`src/rtl/prog_loader_pkg.sv`:
```
// Shared types for the HPS program loader: FSM states and write-buffer entries.
package prog_loader_pkg;

  localparam int unsigned ENTRY_ADDR_W = 32;
  localparam int unsigned DATA_W       = 8;

  typedef enum logic [2:0] {
    IDLE,
    HDR,
    STREAM,
    DRAIN,
    DONE
  } state_t;

  typedef struct packed {
    logic [ENTRY_ADDR_W-1:0] addr;
    logic [DATA_W-1:0]       data;
  } fifo_entry_t;

endpackage

```
`src/rtl/prog_fifo.sv`:
```
// Small synchronous FIFO with occupancy count; push when full and pop when empty are ignored.
module prog_fifo #(
  parameter int unsigned WIDTH = 8,
  parameter int unsigned DEPTH = 4,
  localparam int unsigned PTR_W = $clog2(DEPTH),
  localparam int unsigned CNT_W = PTR_W + 1
) (
  input  logic             clk,
  input  logic             reset,
  input  logic             push,
  input  logic [WIDTH-1:0] din,
  input  logic             pop,
  output logic [WIDTH-1:0] dout,
  output logic [CNT_W-1:0] count,
  output logic             full,
  output logic             empty
);

  logic [WIDTH-1:0] mem [DEPTH];
  logic [PTR_W-1:0] wr_ptr;
  logic [PTR_W-1:0] rd_ptr;
  logic             do_push;
  logic             do_pop;

  assign do_push = push & ~full;
  assign do_pop  = pop & ~empty;
  assign full    = (count == CNT_W'(DEPTH));
  assign empty   = (count == '0);
  assign dout    = mem[rd_ptr];

  always_ff @(posedge clk) begin
    if (reset) begin
      wr_ptr <= '0;
      rd_ptr <= '0;
      count  <= '0;
    end else begin
      if (do_push) wr_ptr <= wr_ptr + PTR_W'(1);
      if (do_pop)  rd_ptr <= rd_ptr + PTR_W'(1);
      count <= count + CNT_W'(do_push) - CNT_W'(do_pop);
    end
  end

  // Storage needs no reset; validity is tracked by count.
  always_ff @(posedge clk) begin
    if (do_push) mem[wr_ptr] <= din;
  end

endmodule

```
`src/rtl/prog_loader.sv`:
```
// Streams an HPS ioctl download into CPU RAM through a small write buffer,
// optionally taking the load address from a 2-byte little-endian header.
module prog_loader
  import prog_loader_pkg::*;
#(
  parameter int unsigned           ADDR_W     = 16,
  parameter int unsigned           NUM_SLOTS  = 2,
  parameter int unsigned           FIFO_DEPTH = 4,
  parameter logic [NUM_SLOTS-1:0]  SLOT_MODE  = 2'b01,
  parameter logic [ADDR_W-1:0]     BIN_BASE   = 16'h8000
) (
  input  logic              clk,
  input  logic              reset,
  input  logic              ioctl_download,
  input  logic [7:0]        ioctl_index,
  input  logic              ioctl_wr,
  input  logic [24:0]       ioctl_addr,
  input  logic [7:0]        ioctl_data,
  output logic              ioctl_wait,
  output logic              ram_req,
  output logic [ADDR_W-1:0] ram_addr,
  output logic [7:0]        ram_din,
  input  logic              ram_ack,
  output logic              cpu_hold,
  output logic              load_done,
  output logic [ADDR_W-1:0] load_start,
  output logic [ADDR_W-1:0] load_end,
  output logic              err_overflow,
  output logic              err_short,
  output logic              err_wrap
);

  localparam int unsigned CNT_W = $clog2(FIFO_DEPTH) + 1;
  localparam int unsigned SUM_W = ADDR_W + 2;

  state_t          state;
  logic            dl_q;
  logic            dl_rise;
  logic            dl_fall;
  logic            idx_ok;
  logic            slot_prg;
  logic [7:0]      hdr_lo;
  logic [ADDR_W:0] byte_cnt;
  logic [SUM_W-1:0] wr_sum;
  logic            wr_wrap;
  logic            push;
  fifo_entry_t     push_entry;
  fifo_entry_t     head;
  logic [CNT_W-1:0] fifo_count;
  logic            fifo_full;
  logic            fifo_empty;

  assign dl_rise = ioctl_download & ~dl_q;
  assign dl_fall = ~ioctl_download & dl_q;

  // Next RAM address; any bit above ADDR_W means the load ran past all-ones.
  assign wr_sum  = SUM_W'(load_start) + SUM_W'(byte_cnt);
  assign wr_wrap = |wr_sum[SUM_W-1:ADDR_W];
  assign push    = (state == STREAM) & ioctl_wr & ~fifo_full;

  always_comb begin
    idx_ok   = 1'b0;
    slot_prg = 1'b0;
    for (int k = 0; k < int'(NUM_SLOTS); k++) begin
      if (ioctl_index == 8'(k + 1)) begin
        idx_ok   = 1'b1;
        slot_prg = SLOT_MODE[k];
      end
    end
  end

  always_comb begin
    push_entry      = '0;
    push_entry.addr = ENTRY_ADDR_W'(wr_sum[ADDR_W-1:0]);
    push_entry.data = ioctl_data;
  end

  prog_fifo #(
    .WIDTH ($bits(fifo_entry_t)),
    .DEPTH (FIFO_DEPTH)
  ) u_fifo (
    .clk   (clk),
    .reset (reset),
    .push  (push),
    .din   (push_entry),
    .pop   (ram_ack),
    .dout  (head),
    .count (fifo_count),
    .full  (fifo_full),
    .empty (fifo_empty)
  );

  assign ram_req    = ~fifo_empty;
  assign ram_addr   = head.addr[ADDR_W-1:0];
  assign ram_din    = head.data;
  assign ioctl_wait = (fifo_count >= CNT_W'(FIFO_DEPTH - 1));

  if (ADDR_W < ENTRY_ADDR_W) begin : g_addr_pad
    logic unused_addr_hi;
    assign unused_addr_hi = ^head.addr[ENTRY_ADDR_W-1:ADDR_W];
  end

  always_ff @(posedge clk) begin
    if (reset) begin
      state        <= IDLE;
      dl_q         <= 1'b0;
      cpu_hold     <= 1'b0;
      load_done    <= 1'b0;
      load_start   <= '0;
      load_end     <= '0;
      err_overflow <= 1'b0;
      err_short    <= 1'b0;
      err_wrap     <= 1'b0;
      byte_cnt     <= '0;
      hdr_lo       <= '0;
    end else begin
      dl_q      <= ioctl_download;
      load_done <= 1'b0;
      case (state)
        IDLE: begin
          if (dl_rise && idx_ok) begin
            err_overflow <= 1'b0;
            err_short    <= 1'b0;
            err_wrap     <= 1'b0;
            cpu_hold     <= 1'b1;
            byte_cnt     <= '0;
            if (slot_prg) begin
              load_start <= '0;
              state      <= HDR;
            end else begin
              load_start <= BIN_BASE;
              state      <= STREAM;
            end
          end
        end
        HDR: begin
          if (dl_fall) begin
            err_short <= 1'b1;
            state     <= DONE;
          end else if (ioctl_wr) begin
            if (ioctl_addr == 25'd0) begin
              hdr_lo <= ioctl_data;
            end else if (ioctl_addr == 25'd1) begin
              load_start <= ADDR_W'({ioctl_data, hdr_lo});
              state      <= STREAM;
            end
          end
        end
        STREAM: begin
          if (ioctl_wr) begin
            if (fifo_full) begin
              err_overflow <= 1'b1;
            end else begin
              byte_cnt <= byte_cnt + (ADDR_W + 1)'(1);
              if (wr_wrap) err_wrap <= 1'b1;
            end
          end
          if (dl_fall) state <= DRAIN;
        end
        DRAIN: begin
          if (fifo_empty) state <= DONE;
        end
        DONE: begin
          load_done <= 1'b1;
          load_end  <= wr_sum[ADDR_W-1:0];
          cpu_hold  <= 1'b0;
          state     <= IDLE;
        end
        default: state <= IDLE;
      endcase
    end
  end

endmodule

```
`config.mk`:
```
export PLATFORM = sky130hd
export DESIGN_NAME = prog_loader
export DESIGN_NICKNAME = d
export VERILOG_FILES = /design/src/rtl/prog_loader_pkg.sv /design/src/rtl/prog_fifo.sv /design/src/rtl/prog_loader.sv
export SDC_FILE = /design/constraint.sdc
export NUM_CORES = 1
export LEC_CHECK = 0
export CAP_MARGIN = 10
export CORE_ASPECT_RATIO = 1.75
export CORE_UTILIZATION = 50
export DETAILED_ROUTE_END_ITERATION = 6
export PLACE_DENSITY = 0.82
export SLEW_MARGIN = 20
export SYNTH_ARGS = -nofsm -noshare
export SYNTH_HDL_FRONTEND = slang
export SYNTH_HIERARCHICAL = 1
export SYNTH_SLANG_ARGS = --single-unit
export TNS_END_PERCENT = 10
```
`constraint.sdc`:
```
create_clock -name clk -period 4.9 [get_ports clk]
set_clock_uncertainty 0.1 [all_clocks]
set_input_delay 1.225 -clock clk [delete_from_list [all_inputs] [get_ports clk]]
set_output_delay 1.225 -clock clk [all_outputs]
set_load 0.02 [all_outputs]
```
==> flow_summary.toml <==
[yosys]
synth_nets = 657
syn_inst = 586
avgSynthCellArea_sq_um = 12.83
synth_warnings = 6
syn_area_sq_mm = 0.007520

[sta]
hold_viol_final = 0
fin_tns_setup_ns = 0
drv_slew = 0
slew_headroom_pct = 49.99
max_clock_freq_ghz = 0.2731
setup_viol = 0
grt_setup_unrepaired = "no"
fin_crit_sh_pct = 74.74
tightestPinTransition_ns = 0.7494
final.min_clock_period_ns = 3.662

[layout]
areaGrowthSynthToFinish_pct = 22.98
drive_gt1_share_pct = 10.99
nets = 768
insertedDiodeCount = 0

[cts]
htreeDepth = 4
cts_tree = "built"
cts.sinks = 171
clk_latency_ns = 0.42
postCtsSetupBuffers = 0
numCtsBuffers = 17
cts-root-buf = "clkbuf_16"
clkTransAtPathRegs_ns = 0.06
ctsResizeCount = 0
holdBufCountCts = 0
cts_buffer_depth = 2

[pwr]
power_leakage_nw = 3.236
power_w = 0.003294
cellPowerDensity_mw_per_mm2 = 356.2
ir_drop_mv = 0.2877

[grt]
antenna_found_initial = 0
track_usage_pct = 23.16
grt_max_degree = 25
grt_remaining_overflow = 0
first_global_vias = 5271
grt_pass1_wl_microns = 26610

[route]
drc = 0
via_per_inst = 5.792
drt-total-wl_microns = 16950
antenna_violating_nets_post_route = 0
routedWlPerCell_microns = 18.99
vias = 5172
drt_iter0_drc = 331
dr.pass1.iters = 5

[floorplan]
die_height_microns = 164.2
rows = 59
initial_core_util_pct = 50.93
fp.dieArea_sq_mm = 0.01555
die_w_microns = 94.71
io_pins = 109
core_sq_mm = 0.01476

[place]
dp_hpwl_microns = 12020
portBuffers = 108
place_congestion = 0.8982

[critical_path]
worstSetupPathType = "flop to output pin"
cp-start-kind = "flop"
path_max_fanout = 24
critPathCaptureType = "output pin"
cp_data_required_time_ns = 3.58
cp_data_arrival_time_ns = 2.34

[hold_path]
hold_path.class = "flop to flop"

[run]
maxCapViolations = 0

[run_status]
outcome = "completed"
[sequential cells by signal (all words and copies together) (netlist names), 2 cells and up, named ones only]
signal	count
u_fifo/count	3
byte_cnt	17
u_fifo/wr_ptr	2
load_end	16
state	3
u_fifo/mem	96
u_fifo/rd_ptr	2
hdr_lo	8
load_start	16
[where the power goes]
part           internal [W]  total (W)  leakage, nW  switching (W)
Sequential          0.00153    0.00156         1.52      0.0000369
Combinational      0.000282   0.000527         1.46       0.000245
Clock              0.000646    0.00120        0.256       0.000558
Total               0.00245    0.00329         3.24       0.000840
[final timing paths]
kind	cells past startpoint	startpoint	slack, ns	end
setup / recovery	3	flop	1.24	ram_addr[8]
hold / removal	1	cpu_hold	0.37	cpu_hold
setup reg to reg	8	byte_cnt[0]	1.75	load_end[14]
hold reg to reg	1	cpu_hold	0.37	cpu_hold
[area by class of cell]
type | instances | area [sq um]
sequential | 171 | 4385
timing repair buffer | 116 | 1141
clock buffer | 17 | 425.4
clock inverter | 15 | 100.1
inverter | 18 | 67.56
multi-input combinational | 373 | 2899
fill | 1134 | 5517
tap | 183 | 229.0
[stage by stage]
step / util [%] / cell area [sq um] / instances / hold WS, ns / setup WS (ns)
final: 62.64 / 9248 / 893 / 0.3739 / 1.238
after floorplan: - / 7520 / 586 / 0.3472 / 1.715
after CTS: 62.60 / 9243 / 893 / 0.3745 / 0.9512
after global placement: 59.04 / 8717 / 861 / 0.3507 / 1.001
after global routing: 62.64 / 9248 / 893 / 0.3930 / 1.048
after detailed placement: 59.04 / 8717 / 861 / 0.3547 / 0.9030
[placed cells by master (no fill, tap or decap), types with 6 or more instances in the layout]
master	instances
inv_1	18
nand3_1	24
o21a_1	6
a22o_1	15
a21oi_1	39
buf_4	8
o21ai_0	17
nor3_1	9
mux2i_1	9
clkbuf_16	17
a21o_1	6
nand2_1	37
clkdlybuf4s50_1	108
xnor2_1	21
dfxtp_1	74
ha_1	23
nor4_1	6
mux4_2	24
nor2_1	50
nand4_1	10
xor2_1	13
edfxtp_1	96
and2_1	6
nor2b_1	8
[worst max-delay path: stages (launching register included)]
cell and delay, ns:
dfxtp_1 0.31, buf_4 0.41, mux4_2 0.62, clkdlybuf4s50_1 0.56
[per-layer routing]
metal	global-route usage, %	up-vias	part of all wire [%]	wire [microns]
met5	0	-	0	0
met4	10.12	0	2.8	471
met3	5.231	35	4.7	799
met2	41.50	182	54	9198
met1	25.72	2557	38	6485
li1	-	2398	-	-
(Power assumes the default switching activity.)
